===== config.mk =====
export PLATFORM = sky130hd
export DESIGN_NAME = unidade_logica_pipe
export DESIGN_NICKNAME = d
export VERILOG_FILES = /design/src/rtl/unidade_logica_pkg.sv /design/src/rtl/unidade_logica_pipe_logic_core.sv /design/src/rtl/unidade_logica_pipe.sv
export SDC_FILE = /design/constraint.sdc
export NUM_CORES = 1
export LEC_CHECK = 0
export CORE_MARGIN = 5
export CORE_UTILIZATION = 49
export CTS_CLUSTER_DIAMETER = 80
export DETAILED_ROUTE_END_ITERATION = 10
export PLACE_DENSITY = 0.81
export SLEW_MARGIN = 20
export SYNTH_ARGS = -nofsm -noshare
export SYNTH_HDL_FRONTEND = slang
export SYNTH_SLANG_ARGS = --single-unit

===== constraint.sdc =====
create_clock -name clock -period 3.2 [get_ports clock]
set_input_delay 0.32 -clock clock [delete_from_list [all_inputs] [get_ports clock]]
set_output_delay 0.32 -clock clock [all_outputs]
set_load 0.02 [all_outputs]

===== src/rtl/unidade_logica_pkg.sv =====
// unidade_logica_pkg
// Shared definitions for the pipelined logic unit: 3-bit opcode encodings
// and a single-bit evaluation function. Because every operation is bitwise
// with no carries, the core reuses this function once per bit. That keeps the
// package independent of WIDTH.
package unidade_logica_pkg;

   typedef logic [2:0] opcode_t;

   localparam opcode_t OP_AND   = 3'd0;
   localparam opcode_t OP_OR    = 3'd1;
   localparam opcode_t OP_XOR   = 3'd2;
   localparam opcode_t OP_NAND  = 3'd3;
   localparam opcode_t OP_NOR   = 3'd4;
   localparam opcode_t OP_XNOR  = 3'd5;
   localparam opcode_t OP_NOTA  = 3'd6;
   localparam opcode_t OP_PASSB = 3'd7;

   // Result of operation 'op' applied to one bit of A and one bit of B.
   function automatic logic logic_op(input opcode_t op, input logic a, input logic b);
      logic r;
      r = 1'b0;
      case (op)
         OP_AND:   r = a & b;
         OP_OR:    r = a | b;
         OP_XOR:   r = a ^ b;
         OP_NAND:  r = ~(a & b);
         OP_NOR:   r = ~(a | b);
         OP_XNOR:  r = ~(a ^ b);
         OP_NOTA:  r = ~a;
         OP_PASSB: r = b;
         default:  r = 1'b0;
      endcase
      return r;
   endfunction

endpackage


===== src/rtl/unidade_logica_pipe_logic_core.sv =====
// logic_core
// Purely combinational WIDTH-bit bitwise logic unit.
// Ports:
//   op_i  [2:0]        operation select (see unidade_logica_pkg)
//   a_i   [WIDTH-1:0]  operand A
//   b_i   [WIDTH-1:0]  operand B
//   r_o   [WIDTH-1:0]  result
module logic_core
   import unidade_logica_pkg::*;
#(
   parameter int WIDTH = 8
) (
   input  logic [2:0]       op_i,
   input  logic [WIDTH-1:0] a_i,
   input  logic [WIDTH-1:0] b_i,
   output logic [WIDTH-1:0] r_o
);

   // NOTE: combinational blocks assign a default before the loop, so no path can leave r_o unassigned and infer a latch.
   always_comb begin
      r_o = '0;
      for (int i = 0; i < WIDTH; i++) begin
         r_o[i] = logic_op(op_i, a_i[i], b_i[i]);
      end
   end

endmodule


===== src/rtl/unidade_logica_pipe.sv =====
// unidade_logica_pipe
// Registered WIDTH-bit logic unit. It has one output pipeline stage with a
// valid/ready handshake on both sides, zero/msb flags, and an optional
// accumulator that replaces operand A.
// Ports:
//   clock, reset_n        rising-edge clock, asynchronous active-low reset
//   valid_in / ready_in   input handshake (ready_in = !valid_out | ready_out)
//   op, acc_en, acc_clr   operation select, accumulator mode, accumulator clear
//   entrada1, entrada2    operands A and B
//   valid_out / ready_out output handshake
//   resultado, zero, msb  registered result and flags
//   acc                   current accumulator value
module unidade_logica_pipe
   import unidade_logica_pkg::*;
#(
   parameter int               WIDTH    = 8,
   parameter logic [WIDTH-1:0] ACC_INIT = '0
) (
   input  logic             clock,
   input  logic             reset_n,
   input  logic             valid_in,
   output logic             ready_in,
   input  logic [2:0]       op,
   input  logic             acc_en,
   input  logic             acc_clr,
   input  logic [WIDTH-1:0] entrada1,
   input  logic [WIDTH-1:0] entrada2,
   output logic             valid_out,
   input  logic             ready_out,
   output logic [WIDTH-1:0] resultado,
   output logic             zero,
   output logic             msb,
   output logic [WIDTH-1:0] acc
);

   logic             valid_q, valid_d;
   logic [WIDTH-1:0] result_q, result_d;
   logic             zero_q, zero_d;
   logic             msb_q, msb_d;
   logic [WIDTH-1:0] acc_q, acc_d;

   logic             xfer_in, xfer_out;
   logic [WIDTH-1:0] operand_a;
   logic [WIDTH-1:0] r;

   // The stage can take a new input whenever it is empty or is being drained
   // this cycle. This gives full throughput with no valid_in -> valid_out path.
   assign ready_in  = !valid_q || ready_out;
   assign xfer_in   = valid_in && ready_in;
   assign xfer_out  = valid_q && ready_out;
   assign operand_a = acc_en ? acc_q : entrada1;

   logic_core #(.WIDTH(WIDTH)) u_core (
      .op_i (op),
      .a_i  (operand_a),
      .b_i  (entrada2),
      .r_o  (r)
   );

   always_comb begin
      valid_d  = valid_q;
      result_d = result_q;
      zero_d   = zero_q;
      msb_d    = msb_q;
      acc_d    = acc_q;

      if (xfer_in) begin
         valid_d  = 1'b1;
         result_d = r;
         zero_d   = (r == '0);
         msb_d    = r[WIDTH-1];
      end else if (xfer_out) begin
         valid_d  = 1'b0;
      end

      // The clear is independent of the handshake. It is evaluated last, so it
      // overrides a write from an acc_en transfer in the same cycle.
      if (xfer_in && acc_en) acc_d = r;
      if (acc_clr)           acc_d = ACC_INIT;
   end

   // NOTE: state registers use non-blocking assignments so every flop samples pre-edge values, matching the hardware.
   always_ff @(posedge clock or negedge reset_n) begin
      if (!reset_n) begin
         valid_q  <= 1'b0;
         result_q <= '0;
         zero_q   <= 1'b1;
         msb_q    <= 1'b0;
         acc_q    <= ACC_INIT;
      end else begin
         valid_q  <= valid_d;
         result_q <= result_d;
         zero_q   <= zero_d;
         msb_q    <= msb_d;
         acc_q    <= acc_d;
      end
   end

   assign valid_out = valid_q;
   assign resultado = result_q;
   assign zero      = zero_q;
   assign msb       = msb_q;
   assign acc       = acc_q;

endmodule


After elaboration in Yosys (flattened, before gate mapping)
Cells that the tools add are included. W data, S select, Z words.

Bits of input ports: 25. Register bits: 19. Logic and storage cells: 90. Output and inout bits: 20.

Mux-type cells: 13. Eq/ne operators: 7. Reduce and logical (&&, ||, !) cells: 9. Bitwise gates (word level): 56.

Operators by type and width (number): $pmux W1 S8 (8); $not A1 Y1 (32); $mux W8 (3); $eq A3 B3 Y1 const B (4); $and A1 B1 Y1 (8); $logic_not A8 Y1 (1); $or A1 B1 Y1 (8); $xor A1 B1 Y1 (8); $eq A3 B2 Y1 const B (2); $reduce_bool A2 Y1 (2); $eq A3 B1 Y1 const B (1); $logic_and A1 B1 Y1 (3); $logic_not A3 Y1 (1); $mux W1 (2); $logic_not A1 Y1 (1); $logic_or A1 B1 Y1 (1).

Depth between registers and ports, before layout
Gate-level depths: netlist of the first run.

Word-level depth: 6. Depth in mapped cells: 10.

Cells and area by module
From an unflattened synthesis of the first run, not the netlist that was laid out.

Cell total of the unflattened synthesis: 196. Area total of the unflattened synthesis: 1803.0 um2.

Modules (own cells, without submodules): unidade_logica_pipe (cells an instance 70, instances 1, area an instance 909.6 um2); logic_core (cells an instance 126, instances 1, area an instance 893.4 um2).

Least setup slack after synthesis of the first run
No wires, ideal clock.

Path kind: input to register. Start: input port acc_en. End: register zero_q (netlist: zero). Setup time: 0.086 ns. Data required time: 3.114 ns. Arrival time: 2.383 ns. Stages: 9. Slack: 0.730 ns. Path buffers: 1. Cell sequence: buf_6 -> mux2_4 -> inv_2 -> ha_1 -> o2bb2ai_2 -> a221o_1 -> o22a_1 -> or4_1 -> o31ai_2.

Longest elaborated chain between the ends: 5. Elaborated cells between the ends (all ways): 66. Classes of those cells: mux: 9; bitwise: 56; reduce/logical: 1.

RTL lines: start: declaration (RTL line unidade_logica_pipe.sv:24) `input logic acc_en,`; $mux W8 * (RTL line unidade_logica_pipe.sv:51) `assign operand_a = acc_en ? acc_q : entrada1;`; $xor A1 B1 Y1 (tied with other cells) (RTL line unidade_logica_pkg.sv:26, unidade_logica_pkg.sv:29); $not A1 Y1 (on tied branches) (RTL line unidade_logica_pkg.sv:29, unidade_logica_pkg.sv:27, unidade_logica_pkg.sv:28); $pmux W1 S8 (RTL line unidade_logica_pkg.sv:23) `case (op)`; $logic_not A8 Y1 * (RTL line unidade_logica_pipe.sv:70) `zero_d = (r == '0);`; end signal: assignment (RTL line unidade_logica_pipe.sv:93) `zero_q <= zero_d;`; end: declaration (RTL line unidade_logica_pipe.sv:38) `logic zero_q, zero_d;`.

Every way passes the cells marked *; elsewhere a longest branch is shown, timed or not. A chain may end at the register's enable or synchronous reset.

Final worst setup path of the first run
Same ends and word-level chain as after synthesis.

==> flow_summary.ini, run 1 <==
[drt]
ant_nets = 0
via_count = 1518
drt_wl_total_um = 4206
wl_per_cell_um = 15.13
drc = 0
drt-initial-drc-count = 101
vias_per_cell = 5.460
dr.pass1.iters = 5

[power]
p_leak_nw = 0.9939
pwr_density_cell_mw_per_mm2 = 336.1
irDropWorstVdd_mv = 0.3520

[clocking]
cts_resized = 0
cts_hold_buf = 0
cts_setup_buffers = 0
cts_sinks = 18
root_buffer = clkbuf_4
clockBufferDepth = 2
cts_max_level = 1
clk_pin_slew_worst_paths_ns = 0.10
cts_tree = yes
cts-buffers-inserted = 3
clock_latency_ns = 0.28

[worst_setup_path]
critical_path_required_ns = 3.39
critPathArrivalTime_ns = 3.03
reg2reg_from = acc[3]
crit_path_top_delay_cell = clkdlybuf4s50_1
reg2reg_setup_slack_ns = 0.66
worstRegToRegCells = 8
worstReg2RegEnd = zero
worst-setup-path-type = input pin to register
cp_max_fo = 6
setup.worst_path.start = acc_en
critPathCapture = zero
cp_cell_sequence = clkdlybuf4s50_1, buf_4, mux2i_1, ha_1, nor2b_1, o21ai_1, o221ai_1, a21o_1, or4_1, o31ai_2
max_stage_delay_ns = 0.53
cp-start-kind = input pin
cp-end-kind = register

[floorplanning]
die_h_um = 68.21
initial_core_util_pct = 50.15
io_pins = 45
num_rows = 21
coreArea_sq_mm = 0.003311
fp.dieArea_sq_mm = 0.004653
die_w_um = 68.21

[flow_run]
maxCapViolCount = 0

[timing]
drv_slew = 0
fin_crit_ns = 2.838
rsz0062_at_grt = false
fmax_mhz = 352.3
setup_viol = 0
setup_tns_ns = 0
worst_pin_slew_ns = 0.8017
hold_viol_final = 0
skew_ns = 0.006416
finalCritPeriodShare_pct = 88.70
whs_ns = 0.4957
setup_ws_ns = 0.3617
relSlewSlack_pct = 46.39

[global_routing]
grt_overflow = 0
grt_max_degree = 38
met2_usage_pct = 31.77
grt_pass1_wl_um = 7003
grt_most_used_layer = met2
use_met3_pct = 2.299
antenna_found_initial = 0
first_global_vias = 1500
grt_use_total_pct = 19.82
grt_use_met1_pct = 27.33

[status]
status = complete, no violations

[synth]
synthTopCellsByArea = dfrtp_1, ha_1, mux2i_1
syn_inst = 192
synth_area_sq_mm = 0.001660
synthDistinctLibCells = 45
synthFlopType = dfrtp_1
synthArstFlopShare_pct = 100.0
yosysSeqAreaShare_pct = 27.20
avgSynthCellArea_sq_um = 8.648
yosys.area.top_type_share_pct = 25.62
syn_nets = 233
synth_edf_count = 0
yosys_register_bits = 18
yosys.area.top_type = dfrtp_1
synthesis.yosys.warnings = 0

[layout]
layout.nets = 274
area_growth_pct = 28.64
drive_above_1_share_pct = 9.914
fill_cells = 299
num_antenna_cells = 0
multiInputGateArea_sq_mm = 0.001044
seq_area_sq_um = 451.7

[placed_design]
pre_cts_ws_ns = 0.07738
dp_hpwl_um = 3297
io_buffer_count = 44
gp_congestion = 0.8086

[worst_hold_path]
hold_class = input pin to asynchronous set/reset pin
[routing by layer]
layer | vias to the layer above | share of wire [%]
met5 | - | 0
met3 | 8 | 4.2
met2 | 53 | 47
li1 | 754 | -
met4 | 0 | 2.2
met1 | 703 | 46
[cell families (layout without fill, tap and decap cells)]
family | after synthesis | after routing | synth area share (%)
AOI/OAI and AO/OA | 46 | 46 | 20.04
muxes | 21 | 21 | 13.56
and+or+nand+nor | 58 | 58 | 17.18
DFF | 18 | 18 | 27.20
buffers and inverters | 33 | 73 | 9.946
adders and majority gates | 16 | 16 | 12.06
[critical path, delay by kind of cell]
kind | cells | cell delay (ns)
compound gates | 4 | 0.75
fa+ha+maj | 1 | 0.29
buf+inv | 2 | 0.72
mux | 1 | 0.30
simple gates | 2 | 0.65
[how the worst min path moves through the flow]
stage                       from  cells after the start           end  slack (ns)
floorplan                reset_n                      0        acc[0]        0.02
global placement            zero                      2          zero        0.48
detailed placement  resultado[0]                      2  resultado[0]        0.49
CTS                      reset_n                      1        acc[2]        0.51
global route             reset_n                      1  resultado[4]        0.55
finish                   reset_n                      1  resultado[7]        0.50
[Yosys cell counts (4+ instances only)]
master	number
a21oi_1	8
buf_6	4
clkbuf_1	4
dfrtp_1	17
ha_1	16
inv_1	17
mux2_2	8
mux2i_1	12
nand2_1	13
nand2b_1	4
nor2_1	19
nor2b_1	9
o21ai_0	9
o22a_1	4
[placed cells by master (no fill, tap or decap), drive strengths merged, types with 4 or more instances in the layout]
master and count:
clkdlybuf4s50 44, nor2 19, inv 19, dfrtp 17, ha 16, nand2 13
mux2i 12, o21ai 10, nor2b 9, mux2 9, a21oi 8, buf 5
nand2b 4, o22a 4, clkbuf 4
[where the power goes]
group	internal (mW)	switching (mW)
Sequential	0.256	0.0187
Clock	0.0483	0.0630
Combinational	0.164	0.168
Total	0.468	0.250
[registers in the layout, summed over array words and instances (netlist names)]
| signal | flops |
|---|---|
| zero | 1 |
| acc | 8 |
| resultado | 8 |
| valid_out | 1 |
[final cells by class]
type / instances / share of cell area (%)
multi-input combinational: 141 / 48.86
timing repair buffer: 49 / 22.38
sequential: 18 / 21.15
inverter: 20 / 3.691
tap: 46 / 2.695
clock buffer: 4 / 1.230
[through the flow]
step | power (mW) | cells | area (sq um) | utilization (%)
after global placement | 0.6023 | 274 | 2110 | 63.72
after CTS | 0.7227 | 278 | 2136 | 64.51
final | 0.7179 | 278 | 2136 | 64.51
after global routing | 0.7707 | 278 | 2136 | 64.51
after floorplan | 0.4751 | 192 | 1660 | -
after detailed placement | 0.6080 | 274 | 2110 | 63.72
Power figures use the tool's default switching activity.
==> run 2, diff against run 1 <==
Settings changed: CORE_MARGIN 5 to unset.
==> flow_summary.ini, run 2 (synthesis results as in run 1) <==
[drt]
m1WireLength_um = 1719
wl_met2_um = 1790
wl_per_cell_um = 13.24
via_count = 1479
highest_layer = met4
ant_nets = 0
vias_per_cell = 5.320
drt-initial-drc-count = 48
drt_wl_total_um = 3682
wl_met3_um = 134
drc = 0
dr.pass1.iters = 4

[layout]
layout_commonest_cell = clkdlybuf4s50_1
num_antenna_cells = 0
final_util_pct = 69.00
layout.nets = 276
seq_area_sq_um = 451.7
layout_common_cells = clkdlybuf4s50_1, nor2_1, inv_1, dfrtp_1, ha_1
fill_cells = 272
multiInputGateArea_sq_mm = 0.001044
area_growth_pct = 29.99
drive_above_1_share_pct = 11.11

[worst_setup_path]
max_stage_delay_ns = 0.57
cp-start-kind = input pin
critical_path_required_ns = 3.41
crit_path_top_delay_cell = clkdlybuf4s50_1
worstReg2RegEnd = zero
critPathArrivalTime_ns = 2.99
cp_max_fo = 4
worst-setup-path-type = input pin to register
reg2reg_setup_slack_ns = 0.73
cp-end-kind = register
worstRegToRegCells = 8
cp_cell_sequence = clkdlybuf4s50_1, buf_4, mux2i_1, ha_1, nor2b_1, o21ai_1, o221ai_1, a21o_1, or4_1, o31ai_2
reg2reg_from = acc[3]

[power]
seq_power_share_pct = 36.8
netSwitchingPower_mw = 0.2491
pwr-share-comb_pct = 44.5
swShare_pct = 33.64
power.internal_mw = 0.4915
pwr_density_cell_mw_per_mm2 = 343.1
clkPwrFrac_pct = 18.7
p_leak_nw = 1.009
irDropWorstVdd_mv = 0.3417

[clocking]
cts-buffers-inserted = 3
cts_sinks = 18
root_buffer = clkbuf_4
cts_hold_buf = 0
cts_max_level = 1
cts_resized = 0
cts_setup_buffers = 0
cts_tree = yes
clock_latency_ns = 0.29
clockBufferDepth = 2
clk_pin_slew_worst_paths_ns = 0.10

[timing]
finalCritPeriodShare_pct = 86.77
hold_viol_final = 0
setup_tns_ns = 0
fin_crit_ns = 2.777
whs_ns = 0.4787
relSlewSlack_pct = 47.34
worst_pin_slew_ns = 0.7874
rsz0062_at_grt = false
setup_viol = 0
skew_ns = 0.002330
drv_slew = 0
fmax_mhz = 360.1
setup_ws_ns = 0.4233

[status]
status = complete, no violations

[global_routing]
first_global_vias = 1412
grt_overflow = 0
grt_max_degree = 19
antenna_found_initial = 0
grt_use_total_pct = 23.11
grt_pass1_wl_um = 6299

[floorplanning]
fp.dieArea_sq_mm = 0.003625
io_pins = 45
num_rows = 20
initial_core_util_pct = 53.08
die_w_um = 60.21
coreArea_sq_mm = 0.003128
die_h_um = 60.21

[placed_design]
io_buffer_count = 44
dp_hpwl_um = 2967
gp_congestion = 0.8654
pre_cts_ws_ns = 0.1350

[flow_run]
maxCapViolCount = 0

[worst_hold_path]
hold_class = input pin to asynchronous set/reset pin
## run 2: worst max path at each step
stage	start	to	slack [ns]	cells past startpoint
floorplan	acc_en	zero	0.73	9
global placement	acc_en	zero	0.18	10
detailed placement	acc_en	zero	0.13	10
CTS	acc_en	zero	0.43	10
global route	acc_en	zero	0.29	10
finish	acc_en	zero	0.42	10
## run 2: cell type report
cell class	count	share of cell area, %
timing repair buffer	51	22.84
clock buffer	4	1.681
sequential	18	20.93
inverter	20	3.652
tap	44	2.551
multi-input combinational	141	48.35
## run 2: critical path: cells and delay by family
| kind | cells | cell delay (ns) |
|---|---|---|
| AND/OR/NAND/NOR | 2 | 0.64 |
| buffers and inverters | 2 | 0.75 |
| adder cells (fa/ha/maj) | 1 | 0.29 |
| AO/OA/AOI/OAI | 4 | 0.70 |
| multiplexers | 1 | 0.28 |
## run 2: power groups by stage
stage	Clock (mW)	Combinational, mW	Sequential (mW)
after floorplan	0	0.164	0.311
after global placement	0	0.326	0.276
after CTS	0.138	0.331	0.273
final	0.138	0.329	0.273
after detailed placement	0	0.330	0.277
after global routing	0.152	0.362	0.275
## run 2: routing by layer
layer  vias up  track usage [%]
met5         -                0
met4         0            5.648
met3         4            4.762
met2        32            38.15
met1       688            30.65
li1        755                -
## run 2: through the flow
step | cell area [sq um] | power [mW] | instances
4_1_cts | 2158 | 0.7412 | 278
3_5_place_dp | 2122 | 0.6070 | 274
3_3_place_gp | 2122 | 0.6024 | 274
2_1_floorplan | 1660 | 0.4751 | 192
5_1_grt | 2158 | 0.7892 | 278
6_report | 2158 | 0.7406 | 278
==> run 3, diff against run 2 <==
Settings changed: CELL_PAD_IN_SITES_DETAIL_PLACEMENT set to 1, CELL_PAD_IN_SITES_GLOBAL_PLACEMENT set to 1, CORE_UTILIZATION 49 to 32, PLACE_DENSITY 0.81 to unset, PLACE_DENSITY_LB_ADDON set to 0.1.
Clock period 3.2 ns to 2.2 ns, I/O delays scaled along.
==> flow_summary.ini, run 3 (synthesis results as in run 1) <==
[worst_setup_path]
worstRegToRegCells = 8
worstReg2RegEnd = zero
cp_max_fo = 2
cp-start-kind = register
reg2reg_setup_slack_ns = -0.09
worst-setup-path-type = register to register
critical_path_required_ns = 2.37
cp_cell_sequence = mux2_4, inv_4, ha_4, o2bb2ai_2, a221o_1, o22a_1, or4_1, o31ai_2
critPathArrivalTime_ns = 2.45
reg2reg_from = acc[3]
max_stage_delay_ns = 0.42
crit_path_top_delay_cell = or4_1
cp-end-kind = register

[drt]
ant_nets = 0
via_count = 1702
drc = 0
drt_wl_total_um = 5317
drt-initial-drc-count = 55
wl_per_cell_um = 15.46
vias_per_cell = 4.948
dr.pass1.iters = 4

[timing]
relSlewSlack_pct = 43.47
rsz0062_at_grt = true
setup_tns_ns = -0.08513
fmax_mhz = 437.6
setup_ws_ns = -0.08513
hold_viol_final = 0
finalCritPeriodShare_pct = 103.9
skew_ns = 0.003340
fin_crit_ns = 2.285
setup_viol = 1
worst_pin_slew_ns = 0.8454
drv_slew = 0

[layout]
multiInputGateArea_sq_mm = 0.001102
layout_commonest_cell = buf_4
area_growth_pct = 57.35
seq_area_sq_um = 454.2
drive_above_1_share_pct = 28.52
final_util_pct = 53.88
layout_common_cells = buf_4, clkdlybuf4s50_1, nor2_1, inv_1
fill_cells = 566
layout.nets = 319
num_antenna_cells = 0

[clocking]
clock_latency_ns = 0.26
cts_hold_buf = 0
root_buffer = clkbuf_8
clk_pin_slew_worst_paths_ns = 0.06
cts_tree = yes
cts_max_level = 1
cts_sinks = 18
clockBufferDepth = 2
cts-buffers-inserted = 3

[global_routing]
use_met3_pct = 3.117
grt_use_met1_pct = 22.92
met2_usage_pct = 40.40
antenna_found_initial = 0
grt_max_degree = 23
grt_use_total_pct = 20.50
first_global_vias = 1840
grt_pass1_wl_um = 8625
grt_overflow = 0
grt_most_used_layer = met2

[floorplanning]
die_h_um = 74.03
die_w_um = 74.03
num_rows = 25
coreArea_sq_mm = 0.004848
fp.dieArea_sq_mm = 0.005480
initial_core_util_pct = 34.25
io_pins = 45

[placed_design]
gp_congestion = 0.8755
io_buffer_count = 44
dp_hpwl_um = 4331

[power]
irDropWorstVdd_mv = 0.3512
p_leak_nw = 1.234
pwr_density_cell_mw_per_mm2 = 485.4

[status]
violations = setup timing
status = finished, violations left

[worst_hold_path]
hold_class = input pin to asynchronous set/reset pin

[flow_run]
maxCapViolCount = 0
-- run 3: cell count changes in the layout (fill, tap and decap cells not counted), sizes merged --
cell / delta
buf: +44
clkdlybuf4s50: -1
-- run 3: worst max-delay path by stage --
| stage | startpoint | end | cells after the start |
|---|---|---|---|
| 5_1_grt | acc[2] | zero | 8 |
| 3_3_place_gp | acc_en | zero | 9 |
| 2_1_floorplan | acc[3] | zero | 8 |
| 3_5_place_dp | acc_en | zero | 10 |
| 4_1_cts | acc[3] | zero | 8 |
| 6_report | acc[3] | zero | 8 |
-- run 3: area by class of cell --
cell class                      instances  area share (%)
Clock buffer                            4           2.107
Inverter                               20           3.113
Multi-Input combinational cell        141           42.19
Sequential cell                        18           17.39
Tap cell                               67           3.209
Timing Repair Buffer                   94           31.99
-- run 3: per-layer routing --
layer  wire length (um)  share of wire (%)
met1               2176                 41
met2               2973                 56
met3                122                2.3
met4                 44               0.83
met5                  0                  0
-- run 3: power breakdown --
group | total [mW] | switching [mW] | internal [mW]
logic | 0.602 | 0.278 | 0.324
clock network | 0.269 | 0.110 | 0.159
registers | 0.397 | 0.0240 | 0.373
-- run 3: stage by stage --
stage / instance area (sq um) / hold WS (ns) / std cells / power (mW) / setup slack [ns]
5_1_grt: 2613 / 0.4960 / 344 / 1.352 / -0.1620
6_report: 2613 / 0.4477 / 344 / 1.268 / -0.08513
3_3_place_gp: 2495 / 0.4726 / 337 / 0.9589 / -0.6136
4_1_cts: 2557 / 0.4722 / 341 / 1.266 / -0.1042
2_1_floorplan: 1679 / -0.07559 / 192 / 0.6955 / -0.1030
3_5_place_dp: 2495 / 0.4691 / 337 / 0.9846 / -0.7365
-- run 3: timing repair --
item	in CTS	in global routing
pin swaps	5	3
setup buffers	0	3
resized for setup	5	6
hold endpoints to repair	0	0
endpoints found under the setup margin	15	6
-- run 3: worst max-delay path, delay by kind of cell (launching register included) --
family / cells / cell delay [ns]
compound gates: 4 / 0.84
simple gates: 1 / 0.42
flops: 1 / 0.40
mux: 1 / 0.29
fa+ha+maj: 1 / 0.19
buf+inv: 1 / 0.07
